--- src/rtl/ysyx_24120013_pkg.sv ---
// Shared register-file definitions: index/data widths, register count and the
// helper that decides whether an index names a writable register.
package ysyx_24120013_pkg;

    localparam int REG_ADDR_WIDTH = 5;
    localparam int DATA_WIDTH     = 32;
    localparam int NUM_REGS       = 32;

    typedef logic [REG_ADDR_WIDTH-1:0] reg_idx_t;

    localparam reg_idx_t REG_ZERO = '0;

    // x0 and indices past the implemented range behave as hard-wired zero
    function automatic logic idx_valid(input reg_idx_t idx, input int unsigned nregs);
        return (idx != REG_ZERO) && (32'(idx) < nregs);
    endfunction

endpackage

--- src/rtl/ysyx_24120013_scoreboard.sv ---
// Busy-bit scoreboard: one pending-producer flag per implemented register,
// looked up for both source operands and masked when write-back bypasses them.
module ysyx_24120013_scoreboard
    import ysyx_24120013_pkg::*;
#(
    parameter int NUM_REGS = ysyx_24120013_pkg::NUM_REGS
) (
    input  logic     clk,
    input  logic     rst,
    input  logic     i_issue_valid,
    input  reg_idx_t i_issue_rd,
    input  logic     i_wr_valid,
    input  reg_idx_t i_waddr,
    input  reg_idx_t i_raddr1,
    input  reg_idx_t i_raddr2,
    output logic     o_busy1,
    output logic     o_busy2
);

    logic [2**REG_ADDR_WIDTH-1:0] w_busy;

    genvar gi;
    generate
        for (gi = 0; gi < 2**REG_ADDR_WIDTH; gi++) begin : g_busy
            if (gi == 0 || gi >= NUM_REGS) begin : g_none
                assign w_busy[gi] = 1'b0;
            end else begin : g_bit
                logic r_busy;
                logic w_set;
                logic w_clr;

                assign w_set = i_issue_valid && (i_issue_rd == reg_idx_t'(gi));
                assign w_clr = i_wr_valid && (i_waddr == reg_idx_t'(gi));

                // A same-cycle set beats the clear: the newer producer is still in flight
                always_ff @(posedge clk or negedge rst) begin
                    if (!rst) begin
                        r_busy <= 1'b0;
                    end else if (w_set) begin
                        r_busy <= 1'b1;
                    end else if (w_clr) begin
                        r_busy <= 1'b0;
                    end
                end

                assign w_busy[gi] = r_busy;
            end
        end
    endgenerate

    assign o_busy1 = w_busy[i_raddr1] & ~(i_wr_valid && (i_waddr == i_raddr1));
    assign o_busy2 = w_busy[i_raddr2] & ~(i_wr_valid && (i_waddr == i_raddr2));

endmodule

--- src/rtl/ysyx_24120013_regfile.sv ---
// General-purpose register file: EXU write port, two bypassed IDU read ports,
// an unbypassed difftest port and the busy scoreboard for operand stalls.
module ysyx_24120013_regfile
    import ysyx_24120013_pkg::*;
#(
    parameter int DATA_WIDTH = ysyx_24120013_pkg::DATA_WIDTH,
    parameter int NUM_REGS   = ysyx_24120013_pkg::NUM_REGS
) (
    input  logic                  clk,
    input  logic                  rst,
    input  logic                  wen,
    input  reg_idx_t              waddr,
    input  logic [DATA_WIDTH-1:0] wdata,
    input  reg_idx_t              raddr1,
    input  reg_idx_t              raddr2,
    output logic [DATA_WIDTH-1:0] rdata1,
    output logic [DATA_WIDTH-1:0] rdata2,
    input  logic                  issue_valid,
    input  reg_idx_t              issue_rd,
    output logic                  busy1,
    output logic                  busy2,
    input  reg_idx_t              dbg_raddr,
    output logic [DATA_WIDTH-1:0] dbg_rdata
);

    logic                  w_wr_valid;
    logic                  w_issue_valid;
    logic [DATA_WIDTH-1:0] w_regs [2**REG_ADDR_WIDTH];

    // Gating with rst keeps the bypass from leaking wdata while reset is held
    assign w_wr_valid    = rst && wen && idx_valid(waddr, NUM_REGS);
    assign w_issue_valid = issue_valid && idx_valid(issue_rd, NUM_REGS);

    genvar gi;
    generate
        for (gi = 0; gi < 2**REG_ADDR_WIDTH; gi++) begin : g_reg
            if (gi == 0 || gi >= NUM_REGS) begin : g_zero
                assign w_regs[gi] = '0;
            end else begin : g_store
                logic [DATA_WIDTH-1:0] r_q;

                always_ff @(posedge clk or negedge rst) begin
                    if (!rst) begin
                        r_q <= '0;
                    end else if (w_wr_valid && (waddr == reg_idx_t'(gi))) begin
                        r_q <= wdata;
                    end
                end

                assign w_regs[gi] = r_q;
            end
        end
    endgenerate

    assign rdata1    = (w_wr_valid && (waddr == raddr1)) ? wdata : w_regs[raddr1];
    assign rdata2    = (w_wr_valid && (waddr == raddr2)) ? wdata : w_regs[raddr2];
    assign dbg_rdata = w_regs[dbg_raddr];

    ysyx_24120013_scoreboard #(
        .NUM_REGS(NUM_REGS)
    ) u_scoreboard (
        .clk           (clk),
        .rst           (rst),
        .i_issue_valid (w_issue_valid),
        .i_issue_rd    (issue_rd),
        .i_wr_valid    (w_wr_valid),
        .i_waddr       (waddr),
        .i_raddr1      (raddr1),
        .i_raddr2      (raddr2),
        .o_busy1       (busy1),
        .o_busy2       (busy2)
    );

endmodule
--- config.mk ---
export PLATFORM = sky130hd
export DESIGN_NAME = ysyx_24120013_regfile
export DESIGN_NICKNAME = d
export VERILOG_FILES = /design/src/rtl/ysyx_24120013_pkg.sv /design/src/rtl/ysyx_24120013_scoreboard.sv /design/src/rtl/ysyx_24120013_regfile.sv
export SDC_FILE = /design/constraint.sdc
export NUM_CORES = 2
export LEC_CHECK = 0
export CAP_MARGIN = 0
export CELL_PAD_IN_SITES_DETAIL_PLACEMENT = 0
export CELL_PAD_IN_SITES_GLOBAL_PLACEMENT = 1
export CORE_MARGIN = 3
export CORE_UTILIZATION = 54
export CTS_CLUSTER_SIZE = 14
export DETAILED_ROUTE_END_ITERATION = 8
export PLACE_DENSITY = 0.86
export SYNTH_ARGS = -nofsm -noshare
export SYNTH_HDL_FRONTEND = slang
export SYNTH_SLANG_ARGS = --single-unit
export TNS_END_PERCENT = 20
--- constraint.sdc ---
create_clock -name clk -period 6.25 [get_ports clk]
set_clock_uncertainty 0.05 [all_clocks]
set_input_delay 1.875 -clock clk [delete_from_list [all_inputs] [get_ports clk]]
set_output_delay 1.875 -clock clk [all_outputs]
set_load 0.02 [all_outputs]
==> flow_summary.rst <==
.. list-table::
   :header-rows: 1

   * - Metric
     - Value
   * - Share of the clock period used by the worst path after layout
     - 99.8%
   * - Category of the critical setup timing path
     - in -> out
   * - Async SR Flop Fraction
     - 100%
   * - H-tree levels
     - 3
   * - Remaining antenna violation count
     - 0
   * - Number of detailed-routing iterations run before antenna repair
     - 6
   * - Average cell area after synthesis
     - 14.4 sq um
   * - Arrival time at the worst endpoint
     - 4.31 ns
   * - Max-capacitance violation count
     - 0
   * - Growth of design area from synthesis to finish
     - 16.8%
   * - Final Setup Violations
     - 0
   * - Net count, final
     - 4699
   * - Max Fanout on Critical Path
     - 20
   * - Synthesis-stage register bit count
     - 1023
   * - DRC viols
     - 0
   * - Required time worst endpoint
     - 4.32 ns
   * - Sequential fraction of the synthesis area
     - 40.6%
   * - Number of global-route vias before repair
     - 46946
   * - Peak clock frequency supported by timing
     - 160 MHz
   * - Post-route met1 wirelength
     - 81300 um
   * - Startpoint types
     - input pin
   * - Die span in x
     - 348 um
   * - Gate count of the mapped netlist
     - 4382
   * - Slowest stage cell on the critical path
     - sky130_fd_sc_hd__clkdlybuf4s50_1
   * - Top-level port count
     - 159
   * - Final Wtd Congestion
     - 0.946
   * - Floorplan die area
     - 121000 sq um
   * - Cell types with the highest counts after synthesis
     - 1182 x sky130_fd_sc_hd__mux2_2, 1023 x sky130_fd_sc_hd__dfrtp_1, 680 x sky130_fd_sc_hd__mux4_2, 294 x sky130_fd_sc_hd__clkbuf_1, 173 x sky130_fd_sc_hd__nand2_1
   * - CTS tree
     - yes
   * - Endpoint type of the worst setup path
     - primary output
   * - Vertical die dimension
     - 348 um
   * - Total count of hold-check failures in the final report
     - 0
   * - Wire length on met3
     - 31900 um
   * - Crit path buffers/inverters
     - 3
   * - Area post-placement
     - 69700 sq um
   * - Clock buffers created by TritonCTS
     - 110
   * - Number of hold buffers added after cts
     - 0
   * - Number of warnings reported in the yosys synthesis log
     - 0
   * - Leading cell types by total area after synthesis
     - sky130_fd_sc_hd__dfrtp_1 41%, sky130_fd_sc_hd__mux4_2 24%, sky130_fd_sc_hd__mux2_2 21%, sky130_fd_sc_hd__mux2i_1 2.4%, sky130_fd_sc_hd__clkbuf_1 1.8%
   * - Clk Latency, worst-skew pair
     - 0.72 ns
   * - DP Worst Slack
     - -0.428 ns
   * - Root Buffer
     - sky130_fd_sc_hd__clkbuf_16
   * - TritonCTS sink count
     - 1023
   * - Areal power density over the cells
     - 270 nW/um^2
   * - Initial core utilization
     - 54.7%
   * - Remaining global-route overflow
     - 0
   * - Number of enable flip-flop cells after synthesis
     - 0
   * - Final core area utilization
     - 63.9%
   * - Final instance area
     - 73600 sq um
   * - Summed negative setup slack over all endpoints
     - 0 ns
   * - Number of unique standard cell types used by synthesis
     - 41
   * - Tmin final
     - 6.24 ns
   * - Initial antenna violation count
     - 9
   * - Clock-pin slew on the worst setup and hold paths
     - 0.07 ns
   * - Total Routing Usage GR
     - 37.2%
   * - Average vias per placed instance
     - 7.43
   * - Static leakage
     - 32.3 nW
   * - DR WL met2
     - 96200 um
   * - Number of DRC markers after the initial detailed-route iteration
     - 5891
   * - Final max-slew violation count
     - 0
   * - Core box area
     - 115000 sq um
   * - Worst-case vdd ir drop
     - 0.232 mV
   * - Number of buffers inserted by port buffering
     - 158
   * - Row count
     - 124
   * - Synthesized net count
     - 4443
   * - Crit path top cell by count
     - sky130_fd_sc_hd__mux4_2
   * - Most instantiated library cell after synthesis
     - sky130_fd_sc_hd__mux2_2
   * - WL final
     - 225000 um
   * - Min Hold Slack
     - 0.472 ns
   * - Dominant register cell in the synthesized netlist
     - sky130_fd_sc_hd__dfrtp_1
   * - Worst-case clock buffer depth
     - 3
   * - Portion of synthesized cell area occupied by the leading cell type
     - 40.6%
   * - Setup repair after global routing missed its margin
     - true
   * - Wire length of the first global-routing pass
     - 329000 um
   * - Cell class contributing the biggest share of worst-path delay
     - multiplexers
   * - Largest net degree at the start of global routing
     - 188
   * - Result of the run
     - finished, final reports clean
   * - Cell-by-cell trace of the critical path
     - buf_16, buf_12, mux4_2, mux4_2, mux2_2, clkdlybuf4s50_1
   * - Flop-to-flop setup slack
     - 5.34 ns
   * - Slew of the pin with the lowest slew margin
     - 1.11 ns
   * - CP peak stage delay
     - 0.54 ns
   * - Via count
     - 46415
   * - Highest metal layer with signal wires
     - met5
   * - Estimated wirelength of the detail-placed design
     - 146000 um
   * - Worst slew margin relative to its limit
     - 25.6%
   * - Hold Path Class
     - reg -> reg
   * - Final worst setup slack
     - 0.0139 ns
   * - Routed wire length per instance
     - 35.9 um
   * - Post-synth design cell area
     - 63000 sq um
   * - Share of cells above drive strength 1
     - 55.7%
   * - Dominant cell type by area after synthesis
     - sky130_fd_sc_hd__dfrtp_1
[per-stage QoR]
stage,power (mW),instances
6_report,19.8,6251
5_1_grt,20.5,6245
3_3_place_gp,12.8,6037
3_5_place_dp,13.0,6037
4_1_cts,19.8,6243
2_1_floorplan,11.2,4382
[worst min-delay path, stage by stage, from the launching register on]
cell and delay (ns):
sky130_fd_sc_hd__dfrtp_1 0.37, sky130_fd_sc_hd__nand2_1 0.05, sky130_fd_sc_hd__o21ai_0 0.06
[kinds of logic (layout without fill, tap and decap cells)]
logic type	Yosys count	after routing	synth area share, %
buffers and inverters	526	876	3.62
flip-flops	1023	1023	40.6
multiplexers	2013	2013	47.8
other	0	7	0
AND/OR/NAND/NOR	385	385	2.56
XOR/XNOR	10	10	0.139
AO/OA/AOI/OAI	425	425	5.23
[cell usage in the layout, fill, tap and decap left out, types with 6 or more instances in the layout]
cell	count
sky130_fd_sc_hd__a211oi_1	25
sky130_fd_sc_hd__inv_1	25
sky130_fd_sc_hd__o22ai_1	82
sky130_fd_sc_hd__buf_6	9
sky130_fd_sc_hd__nor2_1	123
sky130_fd_sc_hd__dlygate4sd2_1	46
sky130_fd_sc_hd__nand3_1	13
sky130_fd_sc_hd__mux4_2	680
sky130_fd_sc_hd__nor2_4	27
sky130_fd_sc_hd__a221oi_1	119
sky130_fd_sc_hd__clkbuf_8	31
sky130_fd_sc_hd__clkbuf_16	114
sky130_fd_sc_hd__a22o_1	36
sky130_fd_sc_hd__nand3b_1	6
sky130_fd_sc_hd__o221ai_1	75
sky130_fd_sc_hd__o21ai_0	48
sky130_fd_sc_hd__clkbuf_1	25
sky130_fd_sc_hd__mux2i_1	151
sky130_fd_sc_hd__clkinv_2	22
sky130_fd_sc_hd__bufinv_16	8
sky130_fd_sc_hd__buf_4	386
sky130_fd_sc_hd__dlymetal6s2s_1	15
sky130_fd_sc_hd__mux2_2	1179
sky130_fd_sc_hd__diode_2	7
sky130_fd_sc_hd__o32ai_1	32
sky130_fd_sc_hd__clkdlybuf4s50_1	51
sky130_fd_sc_hd__buf_12	115
sky130_fd_sc_hd__dfrtp_1	1023
sky130_fd_sc_hd__nand2_1	167
sky130_fd_sc_hd__xnor2_1	6
sky130_fd_sc_hd__buf_8	8
sky130_fd_sc_hd__buf_16	6
[sequential cells by signal (all words and copies together) (netlist names)]
register / flops
g.g_store.r_q: 992
u_scoreboard.g_busy.g_bit.r_busy: 31
[layer usage]
layer / vias to the layer above / GRT usage [%]
li1: 17944 / -
met1: 24313 / 49.8
met2: 3292 / 53.1
met3: 860 / 13.5
met4: 6 / 20.5
met5: - / 0
[final timing paths]
kind / startpoint / to / cells after the start
min in group asynchronous: rst / g_reg[28].g_store.r_q[24] / 2
max: dbg_raddr[0] / dbg_rdata[18] / 6
min reg2reg: u_scoreboard.g_busy[18].g_bit.r_busy / u_scoreboard.g_busy[18].g_bit.r_busy / 2
max reg2reg: g_reg[6].g_store.r_q[17] / g_reg[6].g_store.r_q[17] / 1
min: u_scoreboard.g_busy[18].g_bit.r_busy / u_scoreboard.g_busy[18].g_bit.r_busy / 2
max in group asynchronous: rst / g_reg[24].g_store.r_q[5] / 5
[layout make-up]
cell class | count | area [sq um]
Sequential cell | 1023 | 25600
Clock inverter | 36 | 409
Fill cell | 8275 | 41500
Timing Repair Buffer | 643 | 6730
Inverter | 27 | 101
Antenna cell | 7 | 17.5
Multi-Input combinational cell | 2833 | 35500
Tap cell | 1512 | 1890
Clock buffer | 170 | 3370
[where the power goes]
| group | total, mW | internal (mW) | switching, mW |
|---|---|---|---|
| clock network | 6.87 | 4.03 | 2.84 |
| logic | 4.59 | 2.59 | 2.00 |
| registers | 8.39 | 7.51 | 0.877 |
[timing repair]
action                     4_1_cts  5_1_grt
setup endpoints to repair       88       49
pin swaps                        1        3
resized for setup               72       41
buffers inserted                 0        2
(Power assumes the default switching activity.)
